===== config.mk =====
export PLATFORM = sky130hd
export DESIGN_NAME = logic_unit_arbiter
export DESIGN_NICKNAME = d
export VERILOG_FILES = /design/src/rtl/logic_unit_arbiter.sv
export SDC_FILE = /design/constraint.sdc
export NUM_CORES = 1
export LEC_CHECK = 0
export CAP_MARGIN = 20
export CORE_AREA = 4 4 87 171
export CTS_BUF_LIST = sky130_fd_sc_hd__clkbuf_8
export DETAILED_ROUTE_END_ITERATION = 10
export DIE_AREA = 0 0 91 175
export DONT_BUFFER_PORTS = 1
export PLACE_DENSITY = 0.69
export SYNTH_ARGS = -nofsm -noshare
export SYNTH_HDL_FRONTEND = slang
export SYNTH_SLANG_ARGS = --single-unit

===== constraint.sdc =====
create_clock -name clk -period 2.3 [get_ports clk]
set_clock_uncertainty 0.2 [all_clocks]
set_input_delay 0.115 -clock clk [delete_from_list [all_inputs] [get_ports clk]]
set_output_delay 0.115 -clock clk [all_outputs]
set_load 0.03 [all_outputs]

===== src/rtl/logic_unit_arbiter.sv =====
// Round-robin arbiter sharing one registered AND/OR/XOR/NOR unit between two requesters.
// Optional grant counters are built when LOGIC_ARB_STATS_EN is defined.
module logic_unit_arbiter #(
   parameter int unsigned WIDTH = 32
) (
   input  logic             clk,
   input  logic             rst_n,
   input  logic             req0_valid,
   output logic             req0_ready,
   input  logic [1:0]       req0_op,
   input  logic [WIDTH-1:0] req0_a,
   input  logic [WIDTH-1:0] req0_b,
   output logic             rsp0_valid,
   input  logic             rsp0_ready,
   output logic [WIDTH-1:0] rsp0_data,
   input  logic             req1_valid,
   output logic             req1_ready,
   input  logic [1:0]       req1_op,
   input  logic [WIDTH-1:0] req1_a,
   input  logic [WIDTH-1:0] req1_b,
   output logic             rsp1_valid,
   input  logic             rsp1_ready,
   output logic [WIDTH-1:0] rsp1_data
`ifdef LOGIC_ARB_STATS_EN
   ,
   output logic [15:0]      grant_cnt0,
   output logic [15:0]      grant_cnt1
`endif
);

   typedef enum logic [1:0] {StIdle, StExec, StResp} state_e;

   state_e           state_q, state_d;
   logic             rr_ptr_q, rr_ptr_d;
   logic             owner_q, owner_d;
   logic [1:0]       op_q, op_d;
   logic [WIDTH-1:0] a_q, a_d, b_q, b_d;
   logic [WIDTH-1:0] result_q, result_d;
   logic [WIDTH-1:0] alu_res;
   logic             win1, accept, rsp_hs;

   // Ready is gated by rst_n so nothing is granted while reset is held.
   assign win1       = req1_valid & (~req0_valid | rr_ptr_q);
   assign req0_ready = rst_n & (state_q == StIdle) & req0_valid & ~win1;
   assign req1_ready = rst_n & (state_q == StIdle) & win1;
   assign accept     = req0_ready | req1_ready;

   assign rsp0_valid = (state_q == StResp) & ~owner_q;
   assign rsp1_valid = (state_q == StResp) & owner_q;
   assign rsp0_data  = rsp0_valid ? result_q : '0;
   assign rsp1_data  = rsp1_valid ? result_q : '0;
   assign rsp_hs     = owner_q ? (rsp1_valid & rsp1_ready) : (rsp0_valid & rsp0_ready);

   always_comb begin
      alu_res = '0;
      unique case (op_q)
         2'b00:   alu_res = a_q & b_q;
         2'b01:   alu_res = a_q | b_q;
         2'b10:   alu_res = a_q ^ b_q;
         2'b11:   alu_res = ~(a_q | b_q);
         default: alu_res = '0;
      endcase
   end

   always_comb begin
      state_d  = state_q;
      rr_ptr_d = rr_ptr_q;
      owner_d  = owner_q;
      op_d     = op_q;
      a_d      = a_q;
      b_d      = b_q;
      result_d = result_q;
      unique case (state_q)
         StIdle: begin
            if (accept) begin
               owner_d = win1;
               op_d    = win1 ? req1_op : req0_op;
               a_d     = win1 ? req1_a : req0_a;
               b_d     = win1 ? req1_b : req0_b;
               state_d = StExec;
            end
         end
         StExec: begin
            result_d = alu_res;
            state_d  = StResp;
         end
         StResp: begin
            if (rsp_hs) begin
               rr_ptr_d = ~owner_q;
               state_d  = StIdle;
            end
         end
         default: state_d = StIdle;
      endcase
   end

   always_ff @(posedge clk or negedge rst_n) begin
      if (!rst_n) begin
         state_q  <= StIdle;
         rr_ptr_q <= 1'b0;
         owner_q  <= 1'b0;
         op_q     <= '0;
         a_q      <= '0;
         b_q      <= '0;
         result_q <= '0;
      end else begin
         state_q  <= state_d;
         rr_ptr_q <= rr_ptr_d;
         owner_q  <= owner_d;
         op_q     <= op_d;
         a_q      <= a_d;
         b_q      <= b_d;
         result_q <= result_d;
      end
   end

`ifdef LOGIC_ARB_STATS_EN
   logic [15:0] cnt0_q, cnt0_d, cnt1_q, cnt1_d;

   always_comb begin
      cnt0_d = cnt0_q;
      cnt1_d = cnt1_q;
      if (req0_ready && cnt0_q != 16'hFFFF) cnt0_d = cnt0_q + 16'd1;
      if (req1_ready && cnt1_q != 16'hFFFF) cnt1_d = cnt1_q + 16'd1;
   end

   always_ff @(posedge clk or negedge rst_n) begin
      if (!rst_n) begin
         cnt0_q <= '0;
         cnt1_q <= '0;
      end else begin
         cnt0_q <= cnt0_d;
         cnt1_q <= cnt1_d;
      end
   end

   assign grant_cnt0 = cnt0_q;
   assign grant_cnt1 = cnt1_q;
`endif

endmodule


==> flow_metrics.py, run 1 <==
metrics = {
    "status": {
        "status": "did not finish",
        "stop_stage": "clock tree synthesis",
        "stop_error": "[ERROR RSZ-0060] Max buffer count reached.",
    },
    "clock_network": {
        "cts_setup_buffers": 0,
        "root_buffer": "clkbuf_8",
        "cts_made_buffers": 9,
        "ctsHoldBuffers": 206,
        "clock_path_buffers": 2,
        "cts_sinks": 102,
        "h-tree-depth": 3,
        "cts_resized": 0,
    },
    "place": {
        "dp_cells": 1005,
        "dp_slack_ns": 0.450,
        "io_buffers": 0,
        "gp_congestion": 0.857,
        "dp_hpwl_um": 14300,
    },
    "synth": {
        "synth.distinct_cells": 26,
        "syn_nets": 1092,
        "syn_inst": 890,
        "synth-seq-cells": 102,
        "netlist_area_mm2": 0.00734,
        "avgSynthCellArea_um2": 8.25,
        "ys_seq_area_frac": 0.348,
        "ys_warn_count": 0,
    },
    "floorplanning": {
        "rows": 60,
        "initial_core_util": 0.543,
        "ios": 206,
        "die_h_um": 175,
        "die_w_um": 91,
    },
}
==> logic make-up after synthesis <==
group / count (synthesis) / share of synthesized area
flops: 102 / 0.348
mux: 1 / 0.00153
compound gates: 331 / 0.282
fa+ha+maj: 64 / 0.109
buf+inv: 155 / 0.0852
simple gates: 237 / 0.174
==> metrics by stage <==
stage          hold slack (ns)  area, µm²
3_3_place_gp            -0.377       7650
2_1_floorplan           -0.381       7340
3_5_place_dp            -0.377       7650
==> cells in the mapped netlist <==
cell | instances | area share
buf_6 | 3 | 0.0046
inv_1 | 65 | 0.033
buf_1 | 2 | 0.0010
nor3b_2 | 1 | 0.0017
a21oi_1 | 66 | 0.045
nand2b_1 | 2 | 0.0017
o21a_1 | 32 | 0.033
nor2b_1 | 65 | 0.055
and3b_1 | 1 | 0.0012
mux2_2 | 1 | 0.0015
clkbuf_1 | 69 | 0.035
buf_4 | 1 | 0.0010
nor3_1 | 32 | 0.022
and2_1 | 66 | 0.056
nand2_1 | 34 | 0.017
o21ai_0 | 67 | 0.046
nor2_1 | 35 | 0.018
o31ai_1 | 32 | 0.033
dfrtp_1 | 102 | 0.35
or2_0 | 1 | 0.00085
ha_1 | 64 | 0.11
buf_2 | 14 | 0.0095
a22o_1 | 2 | 0.0024
inv_2 | 1 | 0.00051
o211ai_1 | 66 | 0.067
a31oi_1 | 66 | 0.056
==> run 2, diff against run 1 <==
Settings changed: CORE_AREA 4 4 87 171 to 4 4 141 143, CTS_BUF_LIST sky130_fd_sc_hd__clkbuf_8 to unset, DIE_AREA 0 0 91 175 to 0 0 145 147, PLACE_DENSITY 0.69 to unset, PLACE_DENSITY_LB_ADDON set to 0.15.
==> run 2 against run 1 <==
- the flow now finishes, with violations (negative hold slack)
- synthesized cell count did not move
- synthesized area is the same
==> flow_metrics.py, run 2 <==
metrics = {
    "status": {
        "status": "finished, violations left",
        "violations": "negative hold slack",
    },
    "clock_network": {
        "cts_made_buffers": 9,
        "clock_path_buffers": 2,
        "cts_tree": "yes",
        "ctsHoldBuffers": 151,
        "clk_pin_slew_ns": 0.07,
        "clk_latency_ns": 0.34,
        "h-tree-depth": 3,
        "root_buffer": "clkbuf_16",
        "cts_sinks": 102,
    },
    "timing": {
        "worstMarginPinSlew_ns": 0.790,
        "final_hold_viol_count": 102,
        "fin_crit_ns": 2.23,
        "grt_setup_unrepaired": "false",
        "tns_ns": 0,
        "max_freq_mhz": 449,
        "finalWorstSetupSlack_ns": 0.0739,
        "holdWs_ns": -0.737,
        "relSlewSlack": 0.473,
        "setup_viol": 0,
        "finalCritPeriodShare": 0.968,
        "slew_viol_final": 0,
    },
    "run": {
        "maxCapViolations": 0,
    },
    "worst_setup_path": {
        "critPathTopFamily": "buffers and inverters",
        "cp_num_buf_inv": 2,
        "cp-end-kind": "flop",
        "cp_cell_sequence": "nor3b_4 > buf_6 > a21oi_1 > a31oi_1 > dlygate4sd3_1",
        "required_ns": 2.38,
        "arrival_ns": 2.30,
        "critPathMaxStageDelay_ns": 0.57,
        "worstSetupPathType": "flop to flop",
        "cp.depth": 5,
        "critPathMaxFanout": 34,
        "cp-start-kind": "flop",
        "r2r_cells": 5,
        "slowest_stage": "dlygate4sd3_1",
    },
    "cells_and_area": {
        "fillers": 1779,
        "final_cell_mix": "dlygate4sd3_1, dfrtp_1, o21ai_0",
        "final_core_util": 0.502,
        "seqCellArea_mm2": 0.00256,
        "final_common_cell": "dlygate4sd3_1",
        "multi_input_area_mm2": 0.00419,
        "area_growth_pct": 27.1,
        "top_regs": "a_q x32, b_q x32, result_q x32",
        "fin_nets": 1186,
        "drive_gt1_frac": 0.0485,
    },
    "synth": {
        "syn_nets": 1092,
        "yosysMostFrequentCell": "dfrtp_1",
        "avgSynthCellArea_um2": 8.25,
        "synth-main-ff-cell": "dfrtp_1",
        "ys_warn_count": 0,
        "synthTopCellsByCount": "dfrtp_1, clkbuf_1, o21ai_0",
        "ys_seq_area_frac": 0.348,
        "netlist_area_mm2": 0.00734,
        "syn_inst": 890,
        "synth-seq-cells": 102,
        "synthTopCellsByArea": "dfrtp_1, ha_1, o211ai_1",
        "synth_edf_count": 0,
        "yosysTopAreaCell": "dfrtp_1",
        "synth.distinct_cells": 26,
        "async_flop_share": 1.00,
        "synth_top_area_share": 0.348,
    },
    "grt": {
        "first_global_vias": 7186,
        "gr-total-overflow": 0,
        "grtUsageMet2": 0.374,
        "track_usage": 0.213,
        "grt_pass1_wl_um": 37100,
        "antenna_found_initial": 0,
        "use_met1": 0.268,
        "grt_max_degree": 104,
        "busiest_layer": "met2",
        "use_met3": 0.0293,
    },
    "place": {
        "gp_congestion": 0.783,
        "dp_slack_ns": 0.456,
        "io_buffers": 0,
        "dp_hpwl_um": 14600,
    },
    "floorplanning": {
        "rows": 50,
        "die_w_um": 145,
        "initial_core_util": 0.395,
        "fp.dieArea_mm2": 0.0213,
        "coreArea_mm2": 0.0186,
        "die_h_um": 147,
        "ios": 206,
    },
    "min_path": {
        "min_path_type": "input pin to async pin",
    },
    "power_and_ir_drop": {
        "vdd_drop_max_mv": 0.550,
        "powerDensity_mw_per_mm2": 1180,
        "p_leak_uw": 0.00396,
    },
    "detailed_routing": {
        "via_per_inst": 5.76,
        "drt_iter0_markers": 467,
        "drt_first_pass_iters": 5,
        "final_antenna_net_count": 0,
        "vias": 7050,
        "wl_per_cell_um": 19.5,
        "route.detailed.drc": 0,
        "totalWireLength_um": 23800,
    },
}
[run 2: power breakdown]
part	internal, µW	switching, µW	total [µW]
clock network	761	693	1450
logic	2740	3310	6050
registers	2680	845	3520
[run 2: worst paths after layout]
path / end / start / slack, ns
min reg2reg: result_q[10] / result_q[10] / 0.29
min in group clk: owner_q / req0_valid / 0.04
max: a_q[13] / state_q[0] / 0.07
max reg2reg: a_q[13] / state_q[0] / 0.07
min: b_q[26] / rst_n / -0.74
max in group asynchronous: op_q[1] / rst_n / 2.51
[run 2: kinds of logic (layout without fill, tap and decap cells)]
logic type / after synthesis / after routing / synth area share
other: 0 / 1 / 0
adders and majority gates: 64 / 64 / 0.109
and+or+nand+nor: 237 / 237 / 0.174
AOI/OAI and AO/OA: 331 / 331 / 0.282
DFF: 102 / 102 / 0.348
muxes: 1 / 1 / 0.00153
buffers and inverters: 155 / 254 / 0.0852
[run 2: routing by layer]
layer / part of all wire / up-vias
met5: 0 / -
met4: 0.023 / 0
met3: 0.052 / 37
met2: 0.49 / 260
met1: 0.44 / 3444
li1: - / 3309
[run 2: layout make-up]
class | count | area share
antenna | 1 | 0.000268
clock buffer | 12 | 0.0264
clock inverter | 4 | 0.00241
inverter | 66 | 0.0265
multi-input combinational | 633 | 0.449
sequential | 102 | 0.274
tap | 234 | 0.0314
timing repair buffer | 172 | 0.190
[run 2: timing repair]
| item | 4_1_cts | 5_1_grt |
|---|---|---|
| resized for setup | 0 | 3 |
| setup buffers | 0 | 1 |
| endpoints found under the setup margin | 0 | 41 |
| endpoints found under the hold margin | 171 | 102 |
[run 2: through the flow]
stage               instance area, µm²  total power (µW)  instances
global placement                  7500              8400       1053
CTS                               9280             11000       1220
global route                      9330             12000       1223
finish                            9330             11000       1224
detailed placement                7500              8700       1053
floorplan                         7340              7360        890
Power figures use the tool's default switching activity.
